$ cat src/rtl/output_credit_if.sv
// Flow-control bundle between a router output stage and its credit controller:
// allocator send events and downstream credit returns in, on/off and status out.
interface output_credit_if #(
    parameter int PORT_NUM    = 5,
    parameter int VC_NUM      = 2,
    parameter int BUFFER_SIZE = 8
);
    localparam int VC_SIZE = (VC_NUM > 1) ? $clog2(VC_NUM) : 1;
    localparam int CRED_W  = $clog2(BUFFER_SIZE + 1);

    logic [PORT_NUM-1:0]                           flit_sent_i;
    logic [PORT_NUM-1:0][VC_SIZE-1:0]              flit_vc_i;
    logic [PORT_NUM-1:0]                           credit_valid_i;
    logic [PORT_NUM-1:0][VC_SIZE-1:0]              credit_vc_i;
    logic [PORT_NUM-1:0][VC_NUM-1:0]               on_off_o;
    logic [PORT_NUM-1:0][VC_NUM-1:0][CRED_W-1:0]   credit_count_o;
    logic [PORT_NUM-1:0]                           error_o;

    modport master (
        output flit_sent_i, flit_vc_i, credit_valid_i, credit_vc_i,
        input  on_off_o, credit_count_o, error_o
    );

    modport slave (
        input  flit_sent_i, flit_vc_i, credit_valid_i, credit_vc_i,
        output on_off_o, credit_count_o, error_o
    );
endinterface

$ cat src/rtl/output_credit_controller.sv
// Per-port, per-downstream-VC credit counters producing the allocator on/off vector,
// with a sticky per-port protocol-violation flag.
module output_credit_controller #(
    parameter int PORT_NUM    = 5,
    parameter int VC_NUM      = 2,
    parameter int BUFFER_SIZE = 8
) (
    input  logic             clk,
    input  logic             rst,
    output_credit_if.slave   bus
);
    localparam int VC_SIZE = (VC_NUM > 1) ? $clog2(VC_NUM) : 1;
    localparam int CRED_W  = $clog2(BUFFER_SIZE + 1);
    localparam logic [CRED_W-1:0] FULL = CRED_W'(BUFFER_SIZE);

    logic [PORT_NUM-1:0][VC_NUM-1:0][CRED_W-1:0] r_cnt;
    logic [PORT_NUM-1:0][VC_NUM-1:0][CRED_W-1:0] w_cnt_nxt;
    logic [PORT_NUM-1:0][VC_NUM-1:0]             w_dec;
    logic [PORT_NUM-1:0][VC_NUM-1:0]             w_inc;
    logic [PORT_NUM-1:0][VC_NUM-1:0]             w_on_off;
    logic [PORT_NUM-1:0]                         r_err;
    logic [PORT_NUM-1:0]                         w_err_set;
    logic [PORT_NUM-1:0]                         w_bad_vc;

    // Only a non-power-of-two VC count leaves unused VC encodings to flag.
    generate
        if (VC_NUM < (1 << VC_SIZE)) begin : g_vc_chk
            always_comb begin
                w_bad_vc = '0;
                for (int p = 0; p < PORT_NUM; p++) begin
                    w_bad_vc[p] = (bus.flit_sent_i[p]    && (bus.flit_vc_i[p]   >= VC_SIZE'(VC_NUM))) ||
                                  (bus.credit_valid_i[p] && (bus.credit_vc_i[p] >= VC_SIZE'(VC_NUM)));
                end
            end
        end else begin : g_vc_full
            assign w_bad_vc = '0;
        end
    endgenerate

    always_comb begin
        w_dec = '0;
        w_inc = '0;
        for (int p = 0; p < PORT_NUM; p++) begin
            for (int v = 0; v < VC_NUM; v++) begin
                w_dec[p][v] = bus.flit_sent_i[p]    && (bus.flit_vc_i[p]   == VC_SIZE'(v));
                w_inc[p][v] = bus.credit_valid_i[p] && (bus.credit_vc_i[p] == VC_SIZE'(v));
            end
        end
    end

    // A send and a credit on the same VC in one cycle cancel, even at the limits.
    always_comb begin
        w_cnt_nxt = r_cnt;
        w_err_set = w_bad_vc;
        for (int p = 0; p < PORT_NUM; p++) begin
            for (int v = 0; v < VC_NUM; v++) begin
                if (w_dec[p][v] && !w_inc[p][v]) begin
                    if (r_cnt[p][v] == '0) w_err_set[p] = 1'b1;
                    else                   w_cnt_nxt[p][v] = r_cnt[p][v] - CRED_W'(1);
                end else if (w_inc[p][v] && !w_dec[p][v]) begin
                    if (r_cnt[p][v] == FULL) w_err_set[p] = 1'b1;
                    else                     w_cnt_nxt[p][v] = r_cnt[p][v] + CRED_W'(1);
                end
            end
        end
    end

    always_ff @(posedge clk or posedge rst) begin
        if (rst) begin
            for (int p = 0; p < PORT_NUM; p++) begin
                for (int v = 0; v < VC_NUM; v++) begin
                    r_cnt[p][v] <= FULL;
                end
            end
            r_err <= '0;
        end else begin
            r_cnt <= w_cnt_nxt;
            r_err <= r_err | w_err_set;
        end
    end

    // On/off comes from registered state only, keeping the allocator loop acyclic.
    always_comb begin
        w_on_off = '0;
        for (int p = 0; p < PORT_NUM; p++) begin
            for (int v = 0; v < VC_NUM; v++) begin
                w_on_off[p][v] = (r_cnt[p][v] != '0);
            end
        end
    end

    assign bus.on_off_o       = w_on_off;
    assign bus.credit_count_o = r_cnt;
    assign bus.error_o        = r_err;
endmodule

$ cat src/flat_wrapper.sv
// flat-port wrapper written by rule: the top's interface ports become plain ports
module output_credit_controller_flat 
#(
    parameter int PORT_NUM    = 5,
    parameter int VC_NUM      = 2,
    parameter int BUFFER_SIZE = 8
)
  (clk, rst, bus_flit_sent_i, bus_flit_vc_i, bus_credit_valid_i, bus_credit_vc_i, bus_on_off_o, bus_credit_count_o, bus_error_o);
  output_credit_if #(.PORT_NUM(PORT_NUM), .VC_NUM(VC_NUM), .BUFFER_SIZE(BUFFER_SIZE)) bus_i ();
  input  logic clk;
  input  logic rst;
  input wire logic [$bits(bus_i.flit_sent_i)-1:0] bus_flit_sent_i;
  input wire logic [$bits(bus_i.flit_vc_i)-1:0] bus_flit_vc_i;
  input wire logic [$bits(bus_i.credit_valid_i)-1:0] bus_credit_valid_i;
  input wire logic [$bits(bus_i.credit_vc_i)-1:0] bus_credit_vc_i;
  output wire logic [$bits(bus_i.on_off_o)-1:0] bus_on_off_o;
  output wire logic [$bits(bus_i.credit_count_o)-1:0] bus_credit_count_o;
  output wire logic [$bits(bus_i.error_o)-1:0] bus_error_o;
  assign bus_i.flit_sent_i = bus_flit_sent_i;
  assign bus_i.flit_vc_i = bus_flit_vc_i;
  assign bus_i.credit_valid_i = bus_credit_valid_i;
  assign bus_i.credit_vc_i = bus_credit_vc_i;
  assign bus_on_off_o = bus_i.on_off_o;
  assign bus_credit_count_o = bus_i.credit_count_o;
  assign bus_error_o = bus_i.error_o;
  output_credit_controller #(.PORT_NUM(PORT_NUM), .VC_NUM(VC_NUM), .BUFFER_SIZE(BUFFER_SIZE)) u_core (.clk(clk), .rst(rst), .bus(bus_i));
endmodule
$ cat config.mk
export PLATFORM = sky130hd
export DESIGN_NAME = output_credit_controller_flat
export DESIGN_NICKNAME = d
export VERILOG_FILES = /design/src/rtl/output_credit_if.sv /design/src/rtl/output_credit_controller.sv /design/src/flat_wrapper.sv
export SDC_FILE = /design/constraint.sdc
export NUM_CORES = 1
export LEC_CHECK = 0
export CAP_MARGIN = 15
export CORE_MARGIN = 2
export CORE_UTILIZATION = 55
export DETAILED_ROUTE_END_ITERATION = 10
export PLACE_DENSITY = 0.85
export SYNTH_ARGS = -nofsm -noshare
export SYNTH_HDL_FRONTEND = slang
export SYNTH_SLANG_ARGS = --single-unit
export TNS_END_PERCENT = 50
$ cat constraint.sdc
create_clock -name clk -period 2.9 [get_ports clk]
set_input_delay 0.58 -clock clk [delete_from_list [all_inputs] [get_ports clk]]
set_output_delay 0.58 -clock clk [all_outputs]
set_load 0.01 [all_outputs]
### Yosys cells after proc, flatten, opt, wreduce, memory -nomap -nowiden

Index checks and enable logic that the tools add are counted.

* bits in registers: 45
* bits of input ports: 22
* output and inout bits: 55
* word-level logic and storage cells: 252

* add/subtract/negate cells: 20
* equality and inequality tests: 30
* mux-type cells: 80
* bitwise logic cells: 11
* reduce and logical (&&, ||, !) cells: 100

Operators by type and width (count)
* two-way mux 4 bit: 40
* adder 4 x 1 -> 4 bit, second input constant: 10
* == test 4 bit, second input constant: 10
* logical AND 1 bit: 40
* logical NOT 4 bit: 10
* two-way mux 1 bit: 40
* nonzero test 4 bit: 10
* subtractor 4 x 1 -> 4 bit, second input constant: 10
* AND reduction 3 bit: 10
* logical NOT 1 bit: 20
* != test 2 x 1 -> 1 bit, second input constant: 10
* != test 2 bit, second input constant: 10
* nonzero test 2 bit: 10
* inverter 1 bit: 10
* bitwise OR 5 bit: 1

### Logic depth before layout (Yosys ltp)

Gate-level depths: netlist (run 1).

* depth after elaboration: 10
* gate-level depth with buffers: 8
* gate-level depth less buffers: 8

### Worst setup path before layout (run 1)

No wires, ideal clock.

* path kind: input-to-reg
* start point: input bus_flit_sent_i[3]
* end point: register u_core.r_cnt, in the netlist u_core.bus.credit_count_o[30]
* setup time: 0.076 ns
* arrival: 2.261 ns
* required time: 2.824 ns
* slack: 0.563 ns
* stages: 8
* path buffers: 1
* cells stage by stage: nand2_1 > or2_2 > clkbuf_1 > xnor2_1 > ha_1 > or4_1 > a21o_1 > o21ai_1

* word-level cells in the longest chain between the ends: 5
* elaborated cells on any way between the ends: 9
* classes of those cells: eq/ne (2); mux (1); reduce/logical (6)

Ends and longest elaborated chain
* start, declared: line flat_wrapper.sv:12 `input wire logic [$bits(bus_i.flit_sent_i)-1:0] bus_flit_sent_i;`
* logical AND 1 bit (*): line output_credit_controller.sv:45 `w_dec[p][v] = bus.flit_sent_i[p] && (bus.flit_vc_i[p] == VC_SIZE'(v));`
* logical NOT 1 bit: line output_credit_controller.sv:60 `end else if (w_inc[p][v] && !w_dec[p][v]) begin`
* logical AND 1 bit: line output_credit_controller.sv:60
* nonzero test 2 bit (no line)
* AND reduction 3 bit (no line)
* end signal, assigned: line output_credit_controller.sv:77 `r_cnt <= w_cnt_nxt;`
* end, declared: line output_credit_controller.sv:16 `logic [PORT_NUM-1:0][VC_NUM-1:0][CRED_W-1:0] r_cnt;`

Every way passes the cells marked *; elsewhere a longest branch is shown, timed or not.
A chain may end at the register's enable or synchronous reset.

### Final worst setup path (run 1)

* start point: register u_core.r_cnt, in the netlist u_core.bus.credit_count_o[25]
* end point: output bus_on_off_o[6]

* word-level cells in the longest chain between the ends: 1

Ends and longest elaborated chain
* nonzero test 4 bit: line output_credit_controller.sv:87 `w_on_off[p][v] = (r_cnt[p][v] != '0);`
* end, declared: line flat_wrapper.sv:16 `output wire logic [$bits(bus_i.on_off_o)-1:0] bus_on_off_o;`

Every way passes these cells.

==> metrics.log, run 1 <==
INFO  metric status = completed
INFO  metric cts.repair_timing.setup_buffer_count = 0
INFO  metric clk_path_buf_depth = 2
INFO  metric clock_skew = 0.004815 ns
INFO  metric firstDrtPassIters = 4
INFO  metric max_cap_violations = 0
INFO  metric cts.sink_count = 45
INFO  metric start_util = 56.36%
INFO  metric cts.root.buffer_cell = sky130_fd_sc_hd__clkbuf_8
INFO  metric final_net_count = 500
INFO  metric multiInputGateArea = 2037 um2
INFO  metric layout_min_cycle_time = 2.519 ns
INFO  metric length_in_cells_of_the_worst_reg_to_reg_path = 5
INFO  metric final_antenna_net_count = 0
INFO  metric reg2reg_setup_slack = 1.14 ns
INFO  metric final-max-slew-violation-count = 0
INFO  metric routed_wirelength = 7599 um
INFO  metric fraction_of_power_spent_switching_nets = 40.86%
INFO  metric critical_path.max_fanout = 7
INFO  metric num_vias = 3285
INFO  metric cp.required = 2.32 ns
INFO  metric first_global_vias = 3093
INFO  metric die_area = 6668 um2
INFO  metric ctsHoldBuffers = 0
INFO  metric placement.io_buffers = 76
INFO  metric achievable-frequency = 0.3969 GHz
INFO  metric dieHeight = 81.66 um
INFO  metric power.leakage = 1.639 nW
INFO  metric dpl-instance-area = 4158 um2
INFO  metric synth_ff_type = sky130_fd_sc_hd__dfrtp_1
INFO  metric post_synth_inst_count = 392
INFO  metric crit_end = bus_on_off_o[6]
INFO  metric unrepaired_setup_endpoints_after_global_routing = no
INFO  metric power_density = 874.1 nW/um2
INFO  metric layout.cell_area.non_filler = 4259 um2
INFO  metric crit-reg2reg-launch = u_core.bus.credit_count_o[5]
INFO  metric final.fill_count = 472
INFO  metric vdd_drop_max = 0.4999 mV
INFO  metric maxSlewHeadroom = 61.55%
INFO  metric areaGrowthSynthToFinish = 28.40%
INFO  metric detail_route.drc_violations = 0
INFO  metric cts.htree.levels = 2
INFO  metric worst_hold_path_type = flop to flop
INFO  metric setup_viol = 0
INFO  metric setup.worst_path.start_class = flop
INFO  metric p_clk_share = 11.4%
INFO  metric synth-edff-count = 0
INFO  metric crit-reg2reg-capture = u_core.bus.credit_count_o[6]
INFO  metric grt_start_max_net_pins = 46
INFO  metric antenna_cells_inserted = 0
INFO  metric highest_count_cells_in_the_layout_ignoring_fill_and_taps = sky130_fd_sc_hd__clkdlybuf4s50_1 (76), sky130_fd_sc_hd__nand2_1 (35), sky130_fd_sc_hd__dfrtp_1 (35), sky130_fd_sc_hd__a21oi_1 (26)
INFO  metric syn-num-nets = 424
INFO  metric ff_latch_area = 1139 um2
INFO  metric worst-endpoint-arrival = 1.94 ns
INFO  metric final_min_period_over_clock_period = 86.88%
INFO  metric synth.cell_area = 3317 um2
INFO  metric synthesis.yosys.warnings = 0
INFO  metric detail_routed_via_count_per_cell = 6.039
INFO  metric async_reset_ff_share = 100.0%
INFO  metric transition_time_at_the_pin_with_the_least_slew_margin = 0.5715 ns
INFO  metric holdCritStartpoint = u_core.bus.error_o[2]
INFO  metric globalplace.congestion = 0.9109
INFO  metric clock_latency_reported_for_the_late_side_of_the_worst_skew_pair = 0.29 ns
INFO  metric core-area = 5886 um2
INFO  metric timing.setup.tns = 0 ns
INFO  metric io_pins = 77
INFO  metric timing_hold_violations_final = 0
INFO  metric detailed_place_hpwl = 5714 um
INFO  metric combinationalPowerShare = 52.0%
INFO  metric synth_cell_types = 57
INFO  metric floorplan.die.width = 81.66 um
INFO  metric grt_pass1_wl = 13510 um
INFO  metric timing.critical_path.to_type = output port
INFO  metric cts-resized-gates = 0
INFO  metric clk_pin_slew = 0.08 ns
INFO  metric layout_commonest_cell = sky130_fd_sc_hd__clkdlybuf4s50_1
INFO  metric grt_antenna_before_repair = 0
INFO  metric postSynthAreaPerCell = 8.462 um2
INFO  metric timing.critical_path.from = u_core.bus.credit_count_o[25]
INFO  metric tritoncts_clock_tree = done
INFO  metric overflow = 0
INFO  metric wl_per_cell = 13.97 um
INFO  metric synth_seq_cells = 45
INFO  metric grt_usage = 25.05%
INFO  metric worst_hold_slack = 0.4651 ns
INFO  metric switching_power = 1.521 mW
INFO  metric num_rows = 28
INFO  metric whs_path_depth = 1
INFO  metric setup.worst_path.class = flop to output port
INFO  metric synth_seq_area_share = 34.33%
INFO  metric internal-power = 2.201 mW
INFO  metric drtIter0Drc = 256
INFO  metric final_layout_size_suffix_gt1_share = 9.168%
INFO  metric seq_power_share = 36.6%
INFO  metric tritoncts.num_buffers = 5
## routing by layer
layer / share of wire (%) / vias to the layer above / global-route usage [%] / routed length, um
met5: 0 / - / 0 / 0
met4: 1.3 / 0 / 7.500 / 98
met3: 5.6 / 13 / 5.934 / 429
met2: 52 / 108 / 43.61 / 3927
met1: 41 / 1557 / 30.84 / 3144
li1: - / 1607 / - / -
## state kept, by name, summed over array words and instances (netlist names)
register                   count
u_core.bus.credit_count_o     40
u_core.bus.error_o             5
## cell usage after synthesis (5+ instances only)
cell                       number  share of area (%)
sky130_fd_sc_hd__o21ai_0       23                3.5
sky130_fd_sc_hd__nor3_1        20                3.0
sky130_fd_sc_hd__a21oi_1       26                3.9
sky130_fd_sc_hd__nand2b_1      12                2.3
sky130_fd_sc_hd__nor2b_1        8                1.5
sky130_fd_sc_hd__inv_1         16                1.8
sky130_fd_sc_hd__o31ai_1        8                1.8
sky130_fd_sc_hd__nand4_1        8                1.5
sky130_fd_sc_hd__nor4_1        11                2.1
sky130_fd_sc_hd__dfstp_2       10                7.9
sky130_fd_sc_hd__dfrtp_1       35                 26
sky130_fd_sc_hd__clkbuf_1       9                1.0
sky130_fd_sc_hd__ha_1          10                3.8
sky130_fd_sc_hd__a211oi_1       7                1.6
sky130_fd_sc_hd__buf_2          5               0.75
sky130_fd_sc_hd__nor2_1        23                2.6
sky130_fd_sc_hd__xnor2_1       18                4.8
sky130_fd_sc_hd__mux2i_1       10                3.0
sky130_fd_sc_hd__nand2_1       35                4.0
sky130_fd_sc_hd__and2_1         5               0.94
sky130_fd_sc_hd__xor2_1         7                1.8
sky130_fd_sc_hd__nand3_1       20                3.0
sky130_fd_sc_hd__or4_1          9                2.0
## worst min-delay path by stage
stage | end | slack, ns
floorplan | u_core.bus.error_o[2] | 0.51
global placement | u_core.bus.error_o[2] | 0.46
detailed placement | u_core.bus.error_o[2] | 0.45
CTS | u_core.bus.error_o[2] | 0.47
global route | u_core.bus.error_o[2] | 0.48
finish | u_core.bus.error_o[2] | 0.47
## power by group through the flow
stage | Sequential, mW | Clock [mW] | Combinational (mW)
final | 1.36 | 0.424 | 1.94
after global routing | 1.43 | 0.464 | 2.15
after CTS | 1.36 | 0.436 | 1.95
after detailed placement | 1.36 | 0 | 1.94
after global placement | 1.35 | 0 | 1.88
after floorplan | 1.33 | 0 | 1.07
## logic make-up after synthesis
group / synth area share, %
buffers and inverters: 4.262
AOI/OAI and AO/OA: 21.24
muxes: 3.018
adders and majority gates: 3.772
DFF: 34.33
and+or+nand+nor: 26.78
xor gates and xnor gates: 6.601
## stage by stage
| step | instances | util, % | power [mW] | setup slack [ns] |
|---|---|---|---|---|
| 3_3_place_gp | 536 | 70.64 | 3.224 | 0.1920 |
| 5_1_grt | 544 | 72.36 | 4.050 | 0.2025 |
| 6_report | 544 | 72.36 | 3.723 | 0.3806 |
| 2_1_floorplan | 392 | - | 2.396 | 0.5626 |
| 4_1_cts | 544 | 72.36 | 3.741 | 0.3622 |
| 3_5_place_dp | 536 | 70.64 | 3.300 | 0.1120 |
## critical path, cell delays in order (launching register included)
cell and delay (ns):
sky130_fd_sc_hd__dfrtp_1 0.47, sky130_fd_sc_hd__nor3_1 0.44, sky130_fd_sc_hd__nand2_1 0.21, sky130_fd_sc_hd__clkdlybuf4s50_1 0.52
## layout make-up
class,count,share of cell area [%]
Clock buffer,7,2.262
Tap cell,75,2.203
Multi-Input combinational cell,315,47.83
Timing Repair Buffer,85,19.45
Inverter,16,1.410
Sequential cell,45,26.73
Clock inverter,1,0.1175
Power figures use the tool's default switching activity.
==> run 2, diff against run 1 <==
--- a/config.mk
+++ b/config.mk
@@ -7,9 +7,9 @@
 export LEC_CHECK = 0
 export CAP_MARGIN = 15
 export CORE_MARGIN = 2
-export CORE_UTILIZATION = 55
+export CORE_UTILIZATION = 45
 export DETAILED_ROUTE_END_ITERATION = 10
-export PLACE_DENSITY = 0.85
+export PLACE_DENSITY = 0.71
 export SYNTH_ARGS = -nofsm -noshare
 export SYNTH_HDL_FRONTEND = slang
 export SYNTH_SLANG_ARGS = --single-unit
==> run 2 against run 1 <==
  * Global-route usage shrank 5.3 points
  * Register-to-register slack worse by 0.02 ns
  * Clock skew increased by 0.0046 ns
  * Clock-buffer cell count is 1 lower
  * Via count decreased by 1.3%
  * Routed wire length rose by 2.7%
  * Design area increased by 0.56%
  * Highest routed layer unchanged
  * Core utilization is 13 points lower
  * Die area rose by 21%
  * Setup slack improved by 0.045 ns
  * Critical path depth unchanged
  * Fmax up 1.8%
  * Largest cell class unchanged
==> metrics.log, run 2 (synthesis gave the netlist of run 1 again) <==
INFO  metric status = completed
INFO  metric critical_path.cell_chain = nor4_1, inv_1, clkdlybuf4s50_1
INFO  metric detail_route.drc_violations = 0
INFO  metric cts.repair_timing.setup_buffer_count = 0
INFO  metric power_density = 859.8 nW/um2
INFO  metric start_util = 46.22%
INFO  metric clock_latency_reported_for_the_late_side_of_the_worst_skew_pair = 0.29 ns
INFO  metric fin_util = 59.69%
INFO  metric grt.met3_usage = 2.850%
INFO  metric detailed_place_hpwl = 5796 um
INFO  metric timing_hold_violations_final = 0
INFO  metric final_min_period_over_clock_period = 85.31%
INFO  metric first_global_vias = 3070
INFO  metric clk_path_buf_depth = 2
INFO  metric whs_path_depth = 1
INFO  metric final_critical_path_setup_slack = 0.4259 ns
INFO  metric cts-resized-gates = 0
INFO  metric holdCritStartpoint = u_core.bus.error_o[2]
INFO  metric final_antenna_net_count = 0
INFO  metric cts.sink_count = 45
INFO  metric firstDrtPassIters = 4
INFO  metric num_vias = 3241
INFO  metric largest_register_ff_count = 40
INFO  metric io_pins = 77
INFO  metric hold_end = u_core.bus.error_o[2]
INFO  metric setup.worst_path.class = flop to output port
INFO  metric worst_hold_path_type = flop to flop
INFO  metric timing.critical_path.to_type = output port
INFO  metric pre_cts_ws = 0.1278 ns
INFO  metric final-max-slew-violation-count = 0
INFO  metric layout.cell_area.non_filler = 4283 um2
INFO  metric grt_antenna_before_repair = 0
INFO  metric grt_busiest_layer = met2
INFO  metric final_net_count = 500
INFO  metric core-area = 7176 um2
INFO  metric cts.htree.levels = 2
INFO  metric setup_viol = 0
INFO  metric areaGrowthSynthToFinish = 29.12%
INFO  metric worst-endpoint-arrival = 1.89 ns
INFO  metric detail_routed_via_count_per_cell = 5.706
INFO  metric ctsHoldBuffers = 0
INFO  metric drtIter0Drc = 119
INFO  metric grt_pass1_wl = 13880 um
INFO  metric tritoncts.num_buffers = 5
INFO  metric globalRouteMet1Util = 24.69%
INFO  metric timing.setup.tns = 0 ns
INFO  metric max_stage_delay = 0.52 ns
INFO  metric achievable-frequency = 0.4042 GHz
INFO  metric dieHeight = 89.86 um
INFO  metric max_cap_violations = 0
INFO  metric grt_start_max_net_pins = 25
INFO  metric critical_path.top_delay_family = buffers and inverters
INFO  metric worst_hold_slack = 0.4774 ns
INFO  metric antenna_cells_inserted = 0
INFO  metric setup.worst_path.start_class = flop
INFO  metric clock_skew = 0.009380 ns
INFO  metric transition_time_at_the_pin_with_the_least_slew_margin = 0.5401 ns
INFO  metric critical_path.max_fanout = 8
INFO  metric clk_pin_slew = 0.08 ns
INFO  metric reg2reg_setup_slack = 1.12 ns
INFO  metric placement.io_buffers = 76
INFO  metric wl_per_cell = 13.73 um
INFO  metric power.leakage = 1.635 nW
INFO  metric die_area = 8074 um2
INFO  metric crit-reg2reg-launch = u_core.bus.credit_count_o[5]
INFO  metric globalplace.congestion = 0.8356
INFO  metric length_in_cells_of_the_worst_reg_to_reg_path = 5
INFO  metric dpl-instance-area = 4200 um2
INFO  metric worst_path_cell_with_the_longest_stage_delay = sky130_fd_sc_hd__clkdlybuf4s50_1
INFO  metric num_rows = 31
INFO  metric cts.root.buffer_cell = sky130_fd_sc_hd__clkbuf_8
INFO  metric finalNonFillerCells = 568
INFO  metric crit-reg2reg-capture = u_core.bus.credit_count_o[6]
INFO  metric grt_usage = 19.74%
INFO  metric cp.required = 2.32 ns
INFO  metric cp_num_buf_inv = 2
INFO  metric highest_count_cells_in_the_layout_ignoring_fill_and_taps = sky130_fd_sc_hd__clkdlybuf4s50_1 (76), sky130_fd_sc_hd__nand2_1 (35), sky130_fd_sc_hd__dfrtp_1 (35), sky130_fd_sc_hd__a21oi_1 (26)
INFO  metric final_layout_size_suffix_gt1_share = 8.955%
INFO  metric vdd_drop_max = 0.3726 mV
INFO  metric unrepaired_setup_endpoints_after_global_routing = no
INFO  metric overflow = 0
INFO  metric routed_wirelength = 7801 um
INFO  metric tritoncts_clock_tree = done
INFO  metric layout_commonest_cell = sky130_fd_sc_hd__clkdlybuf4s50_1
INFO  metric grtUsageMet2 = 35.92%
INFO  metric floorplan.die.width = 89.86 um
INFO  metric layout_min_cycle_time = 2.474 ns
INFO  metric design_power_total = 3.682 mW
INFO  metric place.detailed.instances = 560
INFO  metric maxSlewHeadroom = 63.66%
## run 2: cell count changes in the layout (fill, tap and decap cells not counted)
cell / previous run / this run
sky130_fd_sc_hd__buf_12: 0 / 1
sky130_fd_sc_hd__buf_4: 9 / 8
sky130_fd_sc_hd__clkbuf_1: 0 / 1
sky130_fd_sc_hd__clkbuf_8: 7 / 5
sky130_fd_sc_hd__clkinv_2: 1 / 2
## run 2: layout make-up
class / count / area (um2)
clock buffers: 6 / 72.57
clock inverters: 2 / 10.01
fillers: 647 / 2893
inverters: 16 / 60.06
multi-input cells: 315 / 2037
flip-flops and latches: 45 / 1139
well taps: 99 / 123.9
repair buffers: 85 / 840.8
## run 2: per-layer routing
layer / share of wire [%] / up-vias / wire (um)
met1: 45 / 1565 / 3509
met4: 0.54 / 0 / 42
met2: 52 / 56 / 4020
li1: - / 1618 / -
met5: 0 / - / 0
met3: 2.9 / 2 / 229
## run 2: how the worst max path moves through the flow
stage / start / end / slack, ns / cells after the start
after floorplan: bus_flit_sent_i[3] / u_core.bus.credit_count_o[30] / 0.56 / 8
after global placement: bus_credit_valid_i[3] / u_core.bus.credit_count_o[30] / 0.19 / 8
after detailed placement: bus_credit_valid_i[3] / u_core.bus.credit_count_o[30] / 0.13 / 8
after CTS: u_core.bus.credit_count_o[20] / bus_on_off_o[5] / 0.40 / 3
after global routing: u_core.bus.credit_count_o[1] / bus_on_off_o[0] / 0.22 / 3
final: u_core.bus.credit_count_o[20] / bus_on_off_o[5] / 0.43 / 3
## run 2: power by group
| part | internal, mW | total, mW | switching [mW] | leakage [nW] |
|---|---|---|---|---|
| Clock | 0.168 | 0.378 | 0.211 | 0.0450 |
| Sequential | 0.895 | 1.37 | 0.472 | 0.507 |
| Combinational | 1.09 | 1.94 | 0.846 | 1.08 |
